==> src/rtl/ram_arb_pkg.sv <==
// ram_arb_pkg: shared FSM encoding and index-width helper for the Ram arbiter.
package ram_arb_pkg;
  typedef enum logic {ST_ARB, ST_LOCKED} state_t;
  function automatic int clog2(input int n);
    int r;
    r = 0;
    while ((1 << r) < n) r++;
    return (r == 0) ? 1 : r;
  endfunction
endpackage

==> src/rtl/ram_arbiter_if.sv <==
// ram_arbiter_if: client-side request/grant/response bundle of the Ram arbiter.
interface ram_arbiter_if #(
  parameter int NUM_REQ    = 4,
  parameter int WIDTH      = 32,
  parameter int ADDR_WIDTH = 8
);
  logic [NUM_REQ-1:0]            req;
  logic [NUM_REQ-1:0]            we;
  logic [NUM_REQ-1:0]            lock;
  logic [NUM_REQ*ADDR_WIDTH-1:0] addr;
  logic [NUM_REQ*WIDTH-1:0]      wdata;
  logic [NUM_REQ-1:0]            gnt;
  logic [NUM_REQ-1:0]            rvalid;
  logic [WIDTH-1:0]              rdata;
  modport master (output req, we, lock, addr, wdata, input gnt, rvalid, rdata);
  modport slave  (input req, we, lock, addr, wdata, output gnt, rvalid, rdata);
endinterface

==> src/rtl/ram_arbiter_rr_pick.sv <==
// rr_pick: picks the first requester at or after ptr, wrapping, as one-hot and index.
module rr_pick #(
  parameter int N  = 4,
  parameter int IW = 2
) (
  input  logic [N-1:0]  req,
  input  logic [IW-1:0] ptr,
  output logic [N-1:0]  gnt,
  output logic [IW-1:0] idx,
  output logic          any
);
  always_comb begin
    idx = '0;
    any = 1'b0;
    for (int k = N - 1; k >= 0; k--)
      if (req[(int'(ptr) + k) % N]) begin
        idx = IW'((int'(ptr) + k) % N);
        any = 1'b1;
      end
  end
  assign gnt = any ? N'(1) << idx : '0;
endmodule

==> src/rtl/ram_arbiter.sv <==
// ram_arbiter: round-robin single-access-per-cycle Ram sharing with per-requester lock.
import ram_arb_pkg::*;
module ram_arbiter #(
  parameter int NUM_REQ    = 4,
  parameter int WIDTH      = 32,
  parameter int ADDR_WIDTH = 8
) (
  input  logic                  clk,
  input  logic                  res,
  ram_arbiter_if.slave          bus,
  output logic                  ram_re,
  output logic                  ram_we,
  output logic [ADDR_WIDTH-1:0] ram_readAddr,
  output logic [ADDR_WIDTH-1:0] ram_writeAddr,
  output logic [WIDTH-1:0]      ram_dataIn,
  input  logic [WIDTH-1:0]      ram_dataOut
);
  localparam int IW = clog2(NUM_REQ);
  state_t               st;
  logic [IW-1:0]        ptr, owner, pick_idx, idx;
  logic [NUM_REQ-1:0]   pick_gnt;
  logic                 pick_any, any;
  rr_pick #(.N(NUM_REQ), .IW(IW)) u_pick (
    .req (bus.req),
    .ptr (ptr),
    .gnt (pick_gnt),
    .idx (pick_idx),
    .any (pick_any)
  );
  // While locked only the owner is eligible; reset blanks every grant immediately.
  always_comb begin
    idx = st == ST_LOCKED ? owner : pick_idx;
    any = res && (st == ST_LOCKED ? bus.req[owner] : pick_any);
  end
  assign bus.gnt       = !any ? '0 : st == ST_LOCKED ? NUM_REQ'(1) << owner : pick_gnt;
  assign ram_re        = any && !bus.we[idx];
  assign ram_we        = any && bus.we[idx];
  assign ram_readAddr  = bus.addr[int'(idx)*ADDR_WIDTH +: ADDR_WIDTH];
  assign ram_writeAddr = bus.addr[int'(idx)*ADDR_WIDTH +: ADDR_WIDTH];
  assign ram_dataIn    = bus.wdata[int'(idx)*WIDTH +: WIDTH];
  assign bus.rdata     = ram_dataOut;
  always_ff @(posedge clk or negedge res)
    if (!res) begin
      st         <= ST_ARB;
      ptr        <= '0;
      owner      <= '0;
      bus.rvalid <= '0;
    end else begin
      bus.rvalid <= ram_re ? bus.gnt : '0;
      if (any) begin
        ptr   <= int'(idx) == NUM_REQ - 1 ? '0 : idx + 1'b1;
        owner <= idx;
      end
      st <= any && bus.lock[idx] ? ST_LOCKED : ST_ARB;
    end
endmodule
==> src/flat_wrapper.sv <==
// flat-port wrapper written by rule: the top's interface ports become plain ports
module ram_arbiter_flat 
#(
  parameter int NUM_REQ    = 4,
  parameter int WIDTH      = 32,
  parameter int ADDR_WIDTH = 8
)
  (clk, res, ram_re, ram_we, ram_readAddr, ram_writeAddr, ram_dataIn, ram_dataOut, bus_req, bus_we, bus_lock, bus_addr, bus_wdata, bus_gnt, bus_rvalid, bus_rdata);
  ram_arbiter_if #(.NUM_REQ(NUM_REQ), .WIDTH(WIDTH), .ADDR_WIDTH(ADDR_WIDTH)) bus_i ();
  input  logic clk;
  input  logic res;
  output logic ram_re;
  output logic ram_we;
  output logic [ADDR_WIDTH-1:0] ram_readAddr;
  output logic [ADDR_WIDTH-1:0] ram_writeAddr;
  output logic [WIDTH-1:0] ram_dataIn;
  input  logic [WIDTH-1:0] ram_dataOut;
  input wire logic [$bits(bus_i.req)-1:0] bus_req;
  input wire logic [$bits(bus_i.we)-1:0] bus_we;
  input wire logic [$bits(bus_i.lock)-1:0] bus_lock;
  input wire logic [$bits(bus_i.addr)-1:0] bus_addr;
  input wire logic [$bits(bus_i.wdata)-1:0] bus_wdata;
  output wire logic [$bits(bus_i.gnt)-1:0] bus_gnt;
  output wire logic [$bits(bus_i.rvalid)-1:0] bus_rvalid;
  output wire logic [$bits(bus_i.rdata)-1:0] bus_rdata;
  assign bus_i.req = bus_req;
  assign bus_i.we = bus_we;
  assign bus_i.lock = bus_lock;
  assign bus_i.addr = bus_addr;
  assign bus_i.wdata = bus_wdata;
  assign bus_gnt = bus_i.gnt;
  assign bus_rvalid = bus_i.rvalid;
  assign bus_rdata = bus_i.rdata;
  ram_arbiter #(.NUM_REQ(NUM_REQ), .WIDTH(WIDTH), .ADDR_WIDTH(ADDR_WIDTH)) u_core (.clk(clk), .res(res), .bus(bus_i), .ram_re(ram_re), .ram_we(ram_we), .ram_readAddr(ram_readAddr), .ram_writeAddr(ram_writeAddr), .ram_dataIn(ram_dataIn), .ram_dataOut(ram_dataOut));
endmodule
==> config.mk <==
export PLATFORM = sky130hd
export DESIGN_NAME = ram_arbiter_flat
export DESIGN_NICKNAME = d
export VERILOG_FILES = /design/src/rtl/ram_arb_pkg.sv /design/src/rtl/ram_arbiter_if.sv /design/src/rtl/ram_arbiter_rr_pick.sv /design/src/rtl/ram_arbiter.sv /design/src/flat_wrapper.sv
export SDC_FILE = /design/constraint.sdc
export NUM_CORES = 1
export LEC_CHECK = 0
export ABC_AREA = 1
export BUFFER_PORTS_ARGS = -buffer_cell sky130_fd_sc_hd__buf_2
export CORE_AREA = 8 8 110 112
export DETAILED_ROUTE_END_ITERATION = 6
export DIE_AREA = 0 0 118 120
export RECOVER_POWER = 25
export SKIP_LAST_GASP = 1
export SLEW_MARGIN = 20
export SYNTH_ARGS = -nofsm -noshare
export SYNTH_HDL_FRONTEND = slang
export SYNTH_HIERARCHICAL = 1
export SYNTH_SLANG_ARGS = --single-unit
==> constraint.sdc <==
create_clock -name clk -period 8.8 [get_ports clk]
set_input_delay 2.64 -clock clk [delete_from_list [all_inputs] [get_ports clk]]
set_output_delay 2.64 -clock clk [all_outputs]
set_load 0.005 [all_outputs]
# Word-level counts from Yosys, hierarchy flattened
# Index checks and enable logic that the tools add are counted.
# classes
n_eq_ne	1
shift	4
muxes	33
addsub	4
bitwise	3
n_reduce_logical	8
magnitude_cmp	6
# ops
operator	n
variable part select 128 x 8 -> 32 bit	1
variable part select 32 x 6 -> 8 bit	1
two-way mux 1 bit	16
two-way mux 4 bit	4
binary-select mux 1 bit (select 2 bit)	7
< comparator 3 x 4 -> 1 bit (second input constant)	3
two-way mux 2 bit	6
< comparator 2 x 3 -> 1 bit (second input constant)	3
<< shifter 1 x 2 -> 4 bit (first input constant)	2
OR reduction 2 bit	3
adder 2 x 1 -> 2 bit (second input constant)	2
adder 2 bit (second input constant)	2
logical AND 1 bit	4
bitwise AND 1 bit (first input constant)	3
== test 2 x 1 -> 1 bit (second input constant)	1
logical NOT 1 bit	1
# word_totals
out_inout_bits	90
regBits	9
elab_cells	63
in_bits	206

# Depth between registers and ports, before layout
# depth
ltp_word	16
ltp_mapped	18
depth_no_buf	18

# By module
# The synthesis kept the hierarchy.
# by_module_without_submodules
module	area_per_inst_um2	cells_per_inst	n_inst
ram_arbiter	2079.5	354	1
rr_pick	257.7	58	1

# Worst setup path after synthesis
# No wires, ideal clock.
# synth_path
path_type	input-to-output
start	input bus_req[1]
end	output ram_writeAddr[0]
arrival_ns	4.048
path_buffers	2
required_ns	6.160
cell_stages	12
setup_slack_ns	2.112
path_cell_list	inv_1 > nand2_1 > nand3_1 > nand3_1 > nand2_1 > a31oi_2 > inv_2 > o21ai_4 > buf_6 > o21ai_1 > o22ai_1 > buf_4
# synth_via
elab_chain_cells	9
word_cells_on_any_way	17
cone_classes	shift: 1; mux: 16
# synth_rtl
element	line_no	source
start, declared	flat_wrapper.sv:18	input wire logic [$bits(bus_i.req)-1:0] bus_req;
binary-select mux 1 bit (select 2 bit)	ram_arbiter_rr_pick.sv:16	if (req[(int'(ptr) + k) % N]) begin
two-way mux 1 bit (not written as such) (2 in a row)	ram_arbiter_rr_pick.sv:16	
two-way mux 2 bit (3 in a row)	ram_arbiter_rr_pick.sv:16	
two-way mux 2 bit *	ram_arbiter_rr_pick.sv:16	
named net u_core.pick_idx[1]	ram_arbiter.sv:20	logic [IW-1:0] ptr, owner, pick_idx, idx;
two-way mux 2 bit *	ram_arbiter.sv:32	idx = st == ST_LOCKED ? owner : pick_idx;
variable part select 32 x 6 -> 8 bit *	-	
end, declared	flat_wrapper.sv:15	output logic [ADDR_WIDTH-1:0] ram_writeAddr;
# Mark *: on every way through the listed nets, which the timed path passes. The rest lies on a longest branch. The select of a mux whose other input is x is not followed.

# Final worst setup path
# layout_path
start	input bus_req[1]
end	output ram_writeAddr[3]
# layout_via
elab_chain_cells	9
word_cells_on_any_way	17
cone_classes	shift: 1; mux: 16
# layout_rtl
element	line_no	source
binary-select mux 1 bit (select 2 bit)	ram_arbiter_rr_pick.sv:16	
two-way mux 1 bit (not written as such) (2 in a row)	ram_arbiter_rr_pick.sv:16	
two-way mux 2 bit (3 in a row)	ram_arbiter_rr_pick.sv:16	
two-way mux 2 bit *	ram_arbiter_rr_pick.sv:16	
named net u_core.pick_idx[0]	ram_arbiter.sv:20	
two-way mux 2 bit *	ram_arbiter.sv:32	
variable part select 32 x 6 -> 8 bit *	ram_arbiter.sv:39	assign ram_writeAddr = bus.addr[int'(idx)*ADDR_WIDTH +: ADDR_WIDTH];
# Marks and branches as above.

==> impl_metrics.toml <==
[clock_tree]
cts-root-buf = "clkbuf_8"
cts_resized = 0
clkLatencyLatePin_ns = 0.23
postCtsSetupBuffers = 0
cts.path.max_buffers = 2
numClockSinks = 9
postCtsHoldBufs = 0
cts_tree = "built"
cts_buffers = 3
htreeDepth = 1
clk_pin_slew_ns = 0.04

[sta]
tightestPinTransition_ns = 1.07
rsz0062_at_grt = "false"
max_freq_mhz = 127
post-route-period-util = 0.893
slew_headroom = 0.284
hold_violations = 0
layout_min_cycle_time_ns = 7.86
tns_ns = 0
maxSlewViolCount = 0
finalSetupViolations = 0
fin_skew_ns = 0.000879

[worst_setup_path]
end_kind = "output pin"
cp_data_required_time_ns = 6.16
worst_setup_path_start_kind = "input port"
r2r_slack_ns = 5.72
reg2regPathDepth = 19
r2r-start = "u_core/ptr[0]$_DFFE_PN0P_"
path_max_fanout = 45
path_class = "in2out"
reg2reg_to = "u_core/bus.rvalid[2]$_DFF_PN0_"
crit_arrival_ns = 5.22

[floorplanning]
start_util = 0.222
placementRows = 38
dieArea_um2 = 14200
io_pins = 296
die_y_um = 120
core_area_um2 = 10500
fp.dieW_um = 118

[placement]
dpl_cell_area_um2 = 3200
hpwlAfterDp_um = 8550
place.gp.congestion = 0.856
io_buffer_count = 231

[yosys]
synth_top_area_cell = "nor2_1"
synthTopCellsByArea = "nor2_1 15%, buf_4 15%, o21ai_1 13%"
ys_ff_latch = 9
ys_seq_area_frac = 0.0964
mappedNetlistArea_um2 = 2340
yosys_warnings = 6
synth_nets = 618
postSynthAreaPerCell_um2 = 5.67
synth_top_area_frac = 0.153
synthCells = 412
synth_cell_types = 25

[job]
cap_violations = 0

[route]
first_pass_iters = 5
antenna_left = 0
routedWlPerCell_um = 14.4
drt_iter0_markers = 222
num_vias = 3361
wirelength_um = 10400
via_per_inst = 4.64
drc_errors = 0

[worst_hold_path]
hp-start = "u_core/ptr[1]$_DFFE_PN0P_"
holdPathEnd = "u_core/ptr[1]$_DFFE_PN0P_"
hold_depth = 2
min_path_type = "reg2reg"

[final_layout]
n_fill_cell = 1237
final_cell_mix = "226 x buf_2, 95 x nor2_1, 60 x o21ai_1"
fin_nets = 792
drive_gt1_frac = 0.438
diodes = 0
syn_to_final_growth_pct = 38.3
final_cell_area_um2 = 3230
layout_commonest_cell = "buf_2"

[global_routing]
grt_pass1_wl_um = 16400
grt_max_degree = 49
gr-usage-all-layers = 0.135
antenna_found_initial = 0
grt_pass1_vias = 3325
gr-total-overflow = 0

[pwr]
leakagePower_nw = 1.77
intPower_w = 0.000731
ir_worst_vdd_mv = 0.402
swShare = 0.592
power.density_nw_per_um2 = 554
clkPwrFrac = 0.026
power_frac_seq = 0.048
total_power_w = 0.00179
power_frac_comb = 0.925
switchingPower_w = 0.00106

[status]
status = "completed"
-- cell usage after synthesis (all sizes together) --
| cell type | instances |
|---|---|
| clkbuf | 1 |
| dfrtp | 9 |
| a31oi | 1 |
| o21ai | 89 |
| nor2 | 98 |
| nand4 | 1 |
| nand3 | 15 |
| buf | 65 |
| inv | 28 |
| o22ai | 40 |
| a21oi | 2 |
| nand2 | 59 |
| o211ai | 2 |
| o21bai | 1 |
| xnor2 | 1 |
-- stage by stage --
step,worst slack (ns),hold WS (ns),utilization,std cells
3_3_place_gp,1.13,0.597,0.305,721
3_5_place_dp,1.10,0.590,0.305,721
5_1_grt,0.582,0.651,0.308,725
2_1_floorplan,2.11,0.532,-,412
4_1_cts,1.10,0.602,0.309,725
6_report,0.943,0.599,0.308,725
-- flip-flops by register name, summed over array words and instances (netlist names) --
register           count
u_core/bus.rvalid      4
u_core/owner           2
u_core/ptr             2
u_core/st              1
-- worst max-delay path by stage --
stage               start          endpoint  slack (ns)  cells after the start
6_report       bus_req[1]  ram_writeAddr[3]        0.94                     17
2_1_floorplan  bus_req[1]  ram_writeAddr[0]        2.11                     12
4_1_cts        bus_req[3]   ram_readAddr[3]        1.10                     18
3_5_place_dp   bus_req[3]   ram_readAddr[3]        1.10                     18
5_1_grt        bus_req[1]   ram_readAddr[3]        0.58                     17
3_3_place_gp   bus_req[1]   ram_readAddr[3]        1.13                     18
-- area by class of cell --
class | instances | area [µm²] | share of cell area
clock buffer | 4 | 45.0 | 0.0139
sequential | 9 | 225 | 0.0697
multi-input combinational | 309 | 1490 | 0.460
timing repair buffer | 235 | 1190 | 0.369
inverter | 28 | 108 | 0.0333
tap | 140 | 175 | 0.0542
-- metal layers --
metal,vias up,part of all wire,track usage,routed length [µm]
met5,-,0,0,0
met4,0,0.022,0.0360,226
met3,18,0.11,0.0470,1100
met2,204,0.49,0.234,5080
met1,1448,0.39,0.156,4030
li1,1691,-,-,-
-- power by group through the flow --
stage                Clock, W  Combinational [W]  Sequential (W)
floorplan                   0            0.00127       0.0000784
global placement            0            0.00169       0.0000881
detailed placement          0            0.00168       0.0000874
CTS                 0.0000496            0.00168       0.0000868
global route        0.0000524            0.00187       0.0000904
finish              0.0000470            0.00166       0.0000867
-- kinds of logic (layout without fill, tap and decap cells) --
family	count (synthesis)	after routing	synth area share
buffers and inverters	94	267	0.263
XOR/XNOR	1	1	0.00375
flip-flops	9	9	0.0964
AND/OR/NAND/NOR	173	173	0.308
AO/OA/AOI/OAI	135	135	0.328
-- worst max-delay path, cell delays in order --
cell	delay, ns
clkbuf_1	0.13
inv_1	0.05
nand2_1	0.09
nand3_1	0.09
nand2_1	0.08
inv_2	0.04
o21ai_1	0.11
nand2_1	0.06
nand2_1	0.13
inv_1	0.10
nand2_1	0.15
nand2_4	0.26
inv_4	0.45
buf_4	0.34
o21ai_0	0.11
o22ai_1	0.19
buf_2	0.15
Note: power is estimated with default switching activity, not from simulation.
